**config.mk**
```make
export PLATFORM = sky130hd
export DESIGN_NAME = ctrl_pipe_hazard
export DESIGN_NICKNAME = d
export VERILOG_FILES = /design/src/rtl/ctrl_pipe_hazard.sv
export SDC_FILE = /design/constraint.sdc
export NUM_CORES = 1
export LEC_CHECK = 0
export CORE_MARGIN = 1.5
export CORE_UTILIZATION = 44
export CTS_BUF_LIST = sky130_fd_sc_hd__clkbuf_4
export CTS_CLUSTER_SIZE = 8
export DETAILED_ROUTE_END_ITERATION = 16
export GPL_TIMING_DRIVEN = 0
export PLACE_DENSITY = 0.82
export SLEW_MARGIN = 20
export SYNTH_ARGS = -nofsm -noshare
export SYNTH_HDL_FRONTEND = slang
export SYNTH_SLANG_ARGS = --single-unit
export TNS_END_PERCENT = 100
```
**constraint.sdc**
```tcl
create_clock -name clk -period 2.4 [get_ports clk]
set_input_delay 0.24 -clock clk [delete_from_list [all_inputs] [get_ports clk]]
set_output_delay 0.24 -clock clk [all_outputs]
set_load 0.01 [all_outputs]
```
**src/rtl/ctrl_pipe_hazard.sv**
```systemverilog
// ---------------------------------------------------------------------------
// ctrl_pipe_hazard
//
// Carries the decoder's control bundle through the ID/EX, EX/MEM and MEM/WB
// stage registers of the 5-stage RV32 core. It also resolves pipeline hazards:
//   - a control redirect (jump, or a taken branch in EX) flushes IF/ID, forces
//     a bubble into ID/EX and steers the PC mux;
//   - a data hazard against the instruction in ID holds PC and IF/ID for a
//     cycle and forces a bubble into ID/EX;
//   - EX operand-forwarding selects are derived from the EX/MEM and MEM/WB
//     registers.
//
// Build option (macro HAZARD_FWD_EN):
//   defined   : forwarding from EX/MEM and MEM/WB is active; only a load
//               followed by a dependent instruction stalls (one cycle).
//   undefined : fwd_a/fwd_b are tied to 00; any RAW dependency of ID on the
//               EX or MEM producer stalls until the producer reaches WB
//               (the register file is write-first, so WB needs no stall).
//
// Ports:
//   clk, rst_n              clock, asynchronous active-low reset
//   id_valid                ID stage holds a real instruction
//   id_rs1/id_rs2/id_rd     ID register indices
//   id_ALUop .. id_regWrite decoder control bundle
//   ex_zero                 ALU zero flag of the instruction in EX
//   ex_*                    ID/EX register contents
//   mem_*                   EX/MEM register contents
//   wb_*                    MEM/WB register contents
//   pc_write, ifid_write    PC and IF/ID enables
//   ifid_flush              clear IF/ID
//   pc_sel                  00 PC+4, 01 jump target, 10 branch target
//   fwd_a, fwd_b            EX operand source: 00 regfile, 10 EX/MEM, 01 MEM/WB
// ---------------------------------------------------------------------------
module ctrl_pipe_hazard (
  input  logic       clk,
  input  logic       rst_n,

  input  logic       id_valid,
  input  logic [4:0] id_rs1,
  input  logic [4:0] id_rs2,
  input  logic [4:0] id_rd,
  input  logic [1:0] id_ALUop,
  input  logic       id_ALUSrc,
  input  logic       id_branch,
  input  logic       id_jump,
  input  logic       id_memRead,
  input  logic       id_memWrite,
  input  logic       id_memToReg,
  input  logic       id_regWrite,

  input  logic       ex_zero,

  output logic [1:0] ex_ALUop,
  output logic       ex_ALUSrc,
  output logic       ex_branch,
  output logic       ex_jump,
  output logic       ex_memRead,
  output logic       ex_memWrite,
  output logic       ex_memToReg,
  output logic       ex_regWrite,
  output logic [4:0] ex_rs1,
  output logic [4:0] ex_rs2,
  output logic [4:0] ex_rd,

  output logic       mem_memRead,
  output logic       mem_memWrite,
  output logic       mem_memToReg,
  output logic       mem_regWrite,
  output logic [4:0] mem_rd,

  output logic       wb_memToReg,
  output logic       wb_regWrite,
  output logic [4:0] wb_rd,

  output logic       pc_write,
  output logic       ifid_write,
  output logic       ifid_flush,
  output logic [1:0] pc_sel,
  output logic [1:0] fwd_a,
  output logic [1:0] fwd_b
);

  // -------------------------------------------------------------------------
  // Stage register layouts. An all-zero value of each is a bubble.
  // -------------------------------------------------------------------------
  typedef struct packed {
    logic [1:0] alu_op;
    logic       alu_src;
    logic       branch;
    logic       jump;
    logic       mem_read;
    logic       mem_write;
    logic       mem_to_reg;
    logic       reg_write;
    logic [4:0] rs1;
    logic [4:0] rs2;
    logic [4:0] rd;
  } idex_t;

  typedef struct packed {
    logic       mem_read;
    logic       mem_write;
    logic       mem_to_reg;
    logic       reg_write;
    logic [4:0] rd;
  } exmem_t;

  typedef struct packed {
    logic       mem_to_reg;
    logic       reg_write;
    logic [4:0] rd;
  } memwb_t;

  idex_t  idex_reg,  idex_next;
  exmem_t exmem_reg, exmem_next;
  memwb_t memwb_reg, memwb_next;

  logic redirect;
  logic stall;

  // -------------------------------------------------------------------------
  // Control redirect, resolved in EX.
  // -------------------------------------------------------------------------
  assign redirect = idex_reg.jump | (idex_reg.branch & ex_zero);

  // -------------------------------------------------------------------------
  // Data-hazard detection against the instruction currently in ID.
  // -------------------------------------------------------------------------
`ifdef HAZARD_FWD_EN
  // With forwarding, only a load in EX cannot supply its result in time.
  logic ex_rd_match;

  assign ex_rd_match = (idex_reg.rd == id_rs1) | (idex_reg.rd == id_rs2);
  assign stall       = idex_reg.mem_read & (idex_reg.rd != 5'd0) &
                       id_valid & ex_rd_match;
`else
  // Without forwarding, any pending write in EX or MEM to a source register
  // of the ID instruction must drain to WB first.
  logic raw_ex;
  logic raw_mem;

  assign raw_ex  = idex_reg.reg_write & (idex_reg.rd != 5'd0) &
                   ((idex_reg.rd == id_rs1) | (idex_reg.rd == id_rs2));
  assign raw_mem = exmem_reg.reg_write & (exmem_reg.rd != 5'd0) &
                   ((exmem_reg.rd == id_rs1) | (exmem_reg.rd == id_rs2));
  assign stall   = id_valid & (raw_ex | raw_mem);
`endif

  // -------------------------------------------------------------------------
  // PC / IF-ID control. While reset is asserted the front end is held and
  // IF/ID is cleared. A redirect takes precedence over a stall because the
  // instruction sitting in ID is on the wrong path.
  // -------------------------------------------------------------------------
  always_comb begin
    pc_write   = 1'b0;
    ifid_write = 1'b0;
    ifid_flush = 1'b1;
    pc_sel     = 2'b00;
    if (rst_n) begin
      if (redirect) begin
        pc_write   = 1'b1;
        ifid_write = 1'b1;
        ifid_flush = 1'b1;
        pc_sel     = idex_reg.jump ? 2'b01 : 2'b10;
      end else if (stall) begin
        pc_write   = 1'b0;
        ifid_write = 1'b0;
        ifid_flush = 1'b0;
      end else begin
        pc_write   = 1'b1;
        ifid_write = 1'b1;
        ifid_flush = 1'b0;
      end
    end
  end

  // -------------------------------------------------------------------------
  // Next-state of the stage registers.
  // -------------------------------------------------------------------------
  always_comb begin
    idex_next = '0;
    if (id_valid && !redirect && !stall) begin
      idex_next.alu_op     = id_ALUop;
      idex_next.alu_src    = id_ALUSrc;
      idex_next.branch     = id_branch;
      idex_next.jump       = id_jump;
      idex_next.mem_read   = id_memRead;
      idex_next.mem_write  = id_memWrite;
      idex_next.mem_to_reg = id_memToReg;
      idex_next.reg_write  = id_regWrite;
      idex_next.rs1        = id_rs1;
      idex_next.rs2        = id_rs2;
      idex_next.rd         = id_rd;
    end
  end

  // Nothing downstream of EX ever stalls, so these always advance.
  always_comb begin
    exmem_next            = '0;
    exmem_next.mem_read   = idex_reg.mem_read;
    exmem_next.mem_write  = idex_reg.mem_write;
    exmem_next.mem_to_reg = idex_reg.mem_to_reg;
    exmem_next.reg_write  = idex_reg.reg_write;
    exmem_next.rd         = idex_reg.rd;
  end

  always_comb begin
    memwb_next            = '0;
    memwb_next.mem_to_reg = exmem_reg.mem_to_reg;
    memwb_next.reg_write  = exmem_reg.reg_write;
    memwb_next.rd         = exmem_reg.rd;
  end

  always_ff @(posedge clk or negedge rst_n) begin
    if (!rst_n) begin
      idex_reg  <= '0;
      exmem_reg <= '0;
      memwb_reg <= '0;
    end else begin
      idex_reg  <= idex_next;
      exmem_reg <= exmem_next;
      memwb_reg <= memwb_next;
    end
  end

  // -------------------------------------------------------------------------
  // Stage register outputs.
  // -------------------------------------------------------------------------
  assign ex_ALUop     = idex_reg.alu_op;
  assign ex_ALUSrc    = idex_reg.alu_src;
  assign ex_branch    = idex_reg.branch;
  assign ex_jump      = idex_reg.jump;
  assign ex_memRead   = idex_reg.mem_read;
  assign ex_memWrite  = idex_reg.mem_write;
  assign ex_memToReg  = idex_reg.mem_to_reg;
  assign ex_regWrite  = idex_reg.reg_write;
  assign ex_rs1       = idex_reg.rs1;
  assign ex_rs2       = idex_reg.rs2;
  assign ex_rd        = idex_reg.rd;

  assign mem_memRead  = exmem_reg.mem_read;
  assign mem_memWrite = exmem_reg.mem_write;
  assign mem_memToReg = exmem_reg.mem_to_reg;
  assign mem_regWrite = exmem_reg.reg_write;
  assign mem_rd       = exmem_reg.rd;

  assign wb_memToReg  = memwb_reg.mem_to_reg;
  assign wb_regWrite  = memwb_reg.reg_write;
  assign wb_rd        = memwb_reg.rd;

  // -------------------------------------------------------------------------
  // EX operand forwarding. Operand 0 is rs1 (fwd_a), operand 1 is rs2
  // (fwd_b). The younger producer in EX/MEM wins over MEM/WB.
  // -------------------------------------------------------------------------
`ifdef HAZARD_FWD_EN
  logic [9:0] ex_src_vec;
  logic [3:0] fwd_vec;

  assign ex_src_vec = {idex_reg.rs2, idex_reg.rs1};

  for (genvar gi = 0; gi < 2; gi++) begin : g_fwd
    logic [4:0] src;
    logic       hit_mem;
    logic       hit_wb;

    assign src     = ex_src_vec[5*gi +: 5];
    assign hit_mem = exmem_reg.reg_write & (exmem_reg.rd != 5'd0) &
                     (exmem_reg.rd == src);
    assign hit_wb  = memwb_reg.reg_write & (memwb_reg.rd != 5'd0) &
                     (memwb_reg.rd == src);
    assign fwd_vec[2*gi +: 2] = !rst_n  ? 2'b00 :
                                hit_mem ? 2'b10 :
                                hit_wb  ? 2'b01 : 2'b00;
  end

  assign fwd_a = fwd_vec[1:0];
  assign fwd_b = fwd_vec[3:2];
`else
  assign fwd_a = 2'b00;
  assign fwd_b = 2'b00;
`endif

endmodule
```
==> metrics.md, run 1 <==
| Metric | Value |
|---|---|
| P_int | 1160 uW |
| Diodes inserted | 0 |
| Dpl cells | 274 |
| DRT Pass-1 Iters | 4 |
| Failing checks | negative setup slack |
| Via count | 1526 |
| CP Data Required Time | 2.16 ns |
| I/O pins | 77 |
| Fin nets | 270 |
| CP arrival | 2.21 ns |
| FILL cells | 286 |
| Adder-cell share of the synthesized area | 0% |
| Synth warnings | 0 |
| Core footprint | 0.00406 sq mm |
| CP endpoint kind | primary output |
| Worst Setup EP | pc_write |
| R2R Setup Slk | 0.50 ns |
| IR drop worst, VDD | 301 uV |
| Routability Congestion | 0.827 |
| DRT iter0 DRCs | 68 |
| CTS Buf Count | 5 |
| GRT Util Overall | 22.0% |
| Period utilization | 102% |
| Register share of total power | 46.0% |
| LEAKAGE | 0.00127 uW |
| Total grt overflow | 0 |
| Synth Area in XOR/XNOR | 9.36% |
| Starting Density | 46.1% |
| Pwr Density | 555 mW/mm^2 |
| RSZ-0062 raised after global routing | true |
| Final min period | 2.45 ns |
| Crit-path max FO | 2 |
| Via density | 5.21 |
| Clk pwr share | 28.3% |
| Total wire length | 4.62 mm |
| Reg-to-reg startpoint | mem_rd[2] |
| CTS clk-pin slew, worst paths | 0.13 ns |
| Max Slew Vio Count | 0 |
| Setup crit start | mem_rd[2] |
| Max Fclk | 409 MHz |
| HP Class | input port to asynchronous set/reset pin |
| Complex-gate fraction of the synthesized area | 20.7% |
| #FFs+latches synth | 40 |
| Root buffer cell | clkbuf_4 |
| Simple-Gate Fraction of Synth Area | 9.89% |
| Commonest non-fill, non-tap cell in the layout | clkdlybuf4s50_1 |
| Die width | 68.2 microns |
| CP startpoint kind | flop |
| Final-report hold violation count | 0 |
| Kind of critical path | flop to primary output |
| Clock buffer depth | 2 |
| Avg WL per Cell | 15.8 microns |
| Largest net degree at the start of global routing | 28 |
| First-pass GRT wire length | 7.42 mm |
| FF-to-FF End | ex_rs1[0] |
| Min setup slack post-route | -0.0478 ns |
| Multiplexer share of the synthesized area | 0% |
| Vias in the first global route | 1541 |
| Status | complete, but fails checks |
| Max-cap violations | 0 |
| Die Footprint | 0.00465 sq mm |
| Switching pwr | 455 uW |
| Largest family of logic cells by synthesized area | compound AO/OA/AOI/OAI gates |
| Most frequent cells in the layout | clkdlybuf4s50_1, dfrtp_1, nand2_1 |
| Fin cells | 293 |
| Syn avg cell area | 12.6 sq um |
| Die Height | 68.2 microns |
| Drc violations | 0 |
| Hold slack | 0.308 ns |
| Post-route ant nets | 0 |
| Post-synth design cell area | 0.00187 sq mm |
| Final Core Density | 71.7% |
| CTS H-tree depth | 2 |
| Part of the power in combinational logic | 25.7% |
| IO buf count | 72 |
| Worst skew pair latency | 0.35 ns |
| R2R cell count | 7 |
| Sink Count | 40 |
| Synth Instances | 148 |
| Initial antenna violation count | 0 |
| Netlist cell types | 22 |
| Finish-stage setup viols | 1 |
| CTS tree | yes |
| Switching share of total power | 28.2% |
| Register area share after synthesis | 53.5% |
| Worst Skew | 0.0124 ns |
| Row cnt | 23 |
| Area growth syn-to-layout | 55.4% |
| DP Wirelength | 3.34 mm |
| Share of layout cells above drive strength 1 | 28.4% |
power by group through the flow:
stage / sequential, uW / combinational (uW) / clock [uW]
finish: 742 / 415 / 457
global route: 748 / 448 / 493
CTS: 742 / 413 / 472
detailed placement: 761 / 373 / 0
global placement: 759 / 364 / 0
floorplan: 777 / 160 / 0
state kept, by name (all words and copies together), names as in the netlist, 2 cells and up:
name	cells
ex_rs1	5
wb_rd	5
ex_ALUop	2
ex_rs2	5
mem_rd	5
ex_rd	5
critical path: stages, from the launching register on:
cell and delay (ns):
dfrtp_2 0.43, or4_4 0.53, o21a_4 0.22, and2_4 0.14, a221oi_4 0.30, buf_4 0.16, buf_6 0.09
metal layers:
layer  vias to the layer above  part of all wire, %  global-route usage (%)
met5                         -                    0                       0
met2                        41                   49                    34.6
met1                       764                   45                    29.7
li1                        712                    -                       -
met4                         0                  2.5                    10.0
met3                         9                  3.7                    3.45
metrics by stage:
step | cell area (sq um) | setup slack, ns | total power [uW] | TNS [ns]
floorplan | 1880 | 0.262 | 937 | 0
global placement | 2670 | -1.08 | 1120 | -4.24
detailed placement | 2680 | -0.541 | 1130 | -0.961
CTS | 2890 | -0.0524 | 1630 | -0.0524
global route | 2910 | -0.121 | 1690 | -0.175
finish | 2910 | -0.0478 | 1610 | -0.0478
cells in the mapped netlist:
| library cell | count | share of area [%] |
|---|---|---|
| o21a_4 | 1 | 0.80 |
| o22ai_1 | 2 | 0.67 |
| nand3b_1 | 1 | 0.40 |
| clkbuf_8 | 1 | 0.74 |
| buf_4 | 5 | 2.0 |
| inv_1 | 1 | 0.20 |
| nand2_1 | 29 | 5.8 |
| a221oi_2 | 21 | 17 |
| nand3_1 | 4 | 1.1 |
| buf_6 | 3 | 1.8 |
| buf_2 | 4 | 1.1 |
| and2_1 | 2 | 0.67 |
| conb_1 | 1 | 0.20 |
| and3b_1 | 1 | 0.47 |
| xnor2_1 | 20 | 9.4 |
| nor3_1 | 1 | 0.27 |
| dfrtp_1 | 40 | 53 |
| a221oi_1 | 4 | 1.9 |
| or4_1 | 2 | 0.80 |
| o21a_2 | 1 | 0.47 |
| and2_2 | 1 | 0.40 |
| clkbuf_1 | 3 | 0.60 |
area by class of cell:
type / instances / area [sq um] / area share [%]
Buffer: 16 / 123 / 4.22
Clock buffer: 5 / 37.5 / 1.29
Clock inverter: 3 / 46.3 / 1.59
Inverter: 1 / 3.75 / 0.129
Multi-Input combinational cell: 94 / 810 / 27.8
Sequential cell: 40 / 1010 / 34.6
Tap cell: 50 / 62.6 / 2.15
Timing Repair Buffer: 84 / 820 / 28.2
worst min-delay path by stage:
stage | startpoint | to | slack, ns | cells after the start
after floorplan | rst_n | ex_ALUSrc | -0.06 | 0
after global placement | mem_memToReg | wb_memToReg | 0.36 | 0
after detailed placement | rst_n | ex_rs1[0] | 0.19 | 1
after CTS | rst_n | ex_ALUop[1] | 0.33 | 2
after global routing | rst_n | ex_ALUop[1] | 0.32 | 2
final | rst_n | ex_ALUop[1] | 0.31 | 2
cells by family (layout without fill, tap and decap cells):
family,count (synthesis),count (layout)
other,1,4
DFF,40,40
and+or+nand+nor,41,41
xor gates and xnor gates,20,20
buffers and inverters,17,109
AOI/OAI and AO/OA,29,29
repair_timing:
item | CTS | global route
setup buffers | 9 | 1
gates cloned | 0 | 0
resized for setup | 23 | 2
endpoints found under the hold margin | 13 | 0
setup endpoints to repair | 2 | 3
pin swaps | 4 | 2
hold buffers | 1 | 0
Note: power is estimated with default switching activity, not from simulation.
==> run 2, diff against run 1 <==
CORE_MARGIN = not set   (was 1.5)
CORE_UTILIZATION = 40   (was 44)
PLACE_DENSITY = 0.78   (was 0.82)
clock period = 2 ns   (was 2.4 ns; I/O delays follow)
==> run 2 against run 1 <==
Effect of this change: the flow still finishes with violations (negative setup slack); sequential power rose by 20%; combinational power rose by 19%; first-iteration DRC count rose by 46%; global-route usage fell by 2.8 points; power rose by 10%; critical path type unchanged; largest power group unchanged.
==> metrics.md, run 2 (synthesis gave the netlist of run 1 again) <==
| Metric | Value |
|---|---|
| Via count | 1543 |
| Total wire length | 4.61 mm |
| Row cnt | 24 |
| Share of layout cells above drive strength 1 | 27.4% |
| CP Data Required Time | 1.80 ns |
| Critical path buffers and inverters | 2 |
| Max-cap violations | 0 |
| RSZ-0062 raised after global routing | true |
| Diodes inserted | 0 |
| Sink Count | 40 |
| Root buffer cell | clkbuf_4 |
| Via density | 5.27 |
| Clock buffer depth | 2 |
| DP Wirelength | 3.24 mm |
| Tot Pwr | 1780 uW |
| Hold slack | 0.351 ns |
| Min setup slack post-route | -0.346 ns |
| GRT Util Overall | 19.2% |
| Die width | 70.4 microns |
| Area growth syn-to-layout | 52.7% |
| CTS H-tree depth | 2 |
| Max Fclk | 426 MHz |
| Most frequent cells in the layout | clkdlybuf4s50_1, dfrtp_1, nand2_1 |
| Max Slew Vio Count | 0 |
| Crit-path max FO | 2 |
| CP startpoint kind | flop |
| Worst path max stage delay | 0.53 ns |
| Kind of critical path | flop to primary output |
| DRT iter0 DRCs | 99 |
| Dpl cells | 276 |
| Status | complete, but fails checks |
| Starting Density | 42.4% |
| First-pass GRT wire length | 7.30 mm |
| DRT Pass-1 Iters | 4 |
| Pwr Density | 622 mW/mm^2 |
| Die Footprint | 0.00496 sq mm |
| Initial antenna violation count | 0 |
| CTS clk-pin slew, worst paths | 0.12 ns |
| Failing checks | negative setup slack |
| Finish-stage setup viols | 2 |
| Total grt overflow | 0 |
| Vias in the first global route | 1453 |
| LEAKAGE | 0.00125 uW |
| Period utilization | 117% |
| CTS Buf Count | 5 |
| Fin cells | 293 |
| Final instance area | 0.00286 sq mm |
| Post-route ant nets | 0 |
| Routability Congestion | 0.839 |
| Fin nets | 268 |
| CP Cell Sequence | or4_4 -> o21a_4 -> and2_4 -> a221oi_4 -> buf_4 -> buf_6 |
| Worst skew pair latency | 0.36 ns |
| Slowest-stage cell, CP | or4_4 |
| Avg WL per Cell | 15.7 microns |
| Drc violations | 0 |
| I/O pins | 77 |
| HP Class | input port to flop |
| Final-report hold violation count | 0 |
| CP top delay family | simple AND/OR/NAND/NOR gates |
| Largest net degree at the start of global routing | 34 |
| CTS tree | yes |
| IO buf count | 72 |
| Commonest non-fill, non-tap cell in the layout | clkdlybuf4s50_1 |
| Post-Place Cell Area | 0.00270 sq mm |
| Die Height | 70.4 microns |
| IR drop worst, VDD | 251 uV |
| Final min period | 2.35 ns |
| Core footprint | 0.00441 sq mm |
| CP endpoint kind | primary output |
| Worst Skew | 0.0105 ns |
| CP arrival | 2.15 ns |
## run 2: final timing paths
path                            slack (ns)     endpoint  cells past startpoint    startpoint
worst max-delay path                 -0.35     pc_write                      6     mem_rd[1]
worst min-delay path                  0.35     ex_rd[1]                      3      id_rd[1]
worst max register to register        0.10  ex_ALUop[0]                      5      ex_rd[1]
worst min register to register        0.39  wb_memToReg                      0  mem_memToReg
max in group asynchronous             1.11    mem_rd[1]                      3         rst_n
min in group asynchronous             0.36   ex_memRead                      2         rst_n
## run 2: final cells by class
type	instances	area [sq um]
plain buffers	16	119
clock buffers	5	37.5
clock inverters	3	13.8
fillers	342	1560
inverters	1	3.75
multi-input cells	94	811
flip-flops and latches	40	1010
well taps	52	65.1
repair buffers	82	802
## run 2: where the power goes
part           switching (uW)  internal, uW  total [uW]  leakage, uW
clock                     267           129         396    0.0000324
sequential               30.2           860         890     0.000521
combinational             232           262         494     0.000698
## run 2: metrics by stage
stage	utilization (%)	TNS, ns	setup WS, ns
after floorplan	-	-0.0370	-0.0370
after global placement	60.8	-23.53	-1.49
after detailed placement	61.2	-6.92	-0.863
after CTS	64.6	-0.677	-0.372
after global routing	64.8	-0.766	-0.417
final	64.8	-0.626	-0.346
## run 2: worst min-delay path, stage by stage
cell and delay, ns:
clkdlybuf4s50_1 0.39, nand2_1 0.05, a221oi_1 0.04
## run 2: timing repair
action,in CTS,in global routing
pin swaps,3,1
hold endpoints to repair,40,0
endpoints found under the setup margin,2,2
gates cloned,0,0
hold buffers,1,0
gates resized for setup,19,1
setup buffers,8,0
## run 2: layer usage
metal  track usage (%)  vias to the layer above  routed length, microns
met2              29.1                       55                    2170
met3              4.62                        5                     216
met4              6.00                        0                      68
met5                 0                        -                       0
li1                  -                      711                       -
met1              27.0                      772                    2150
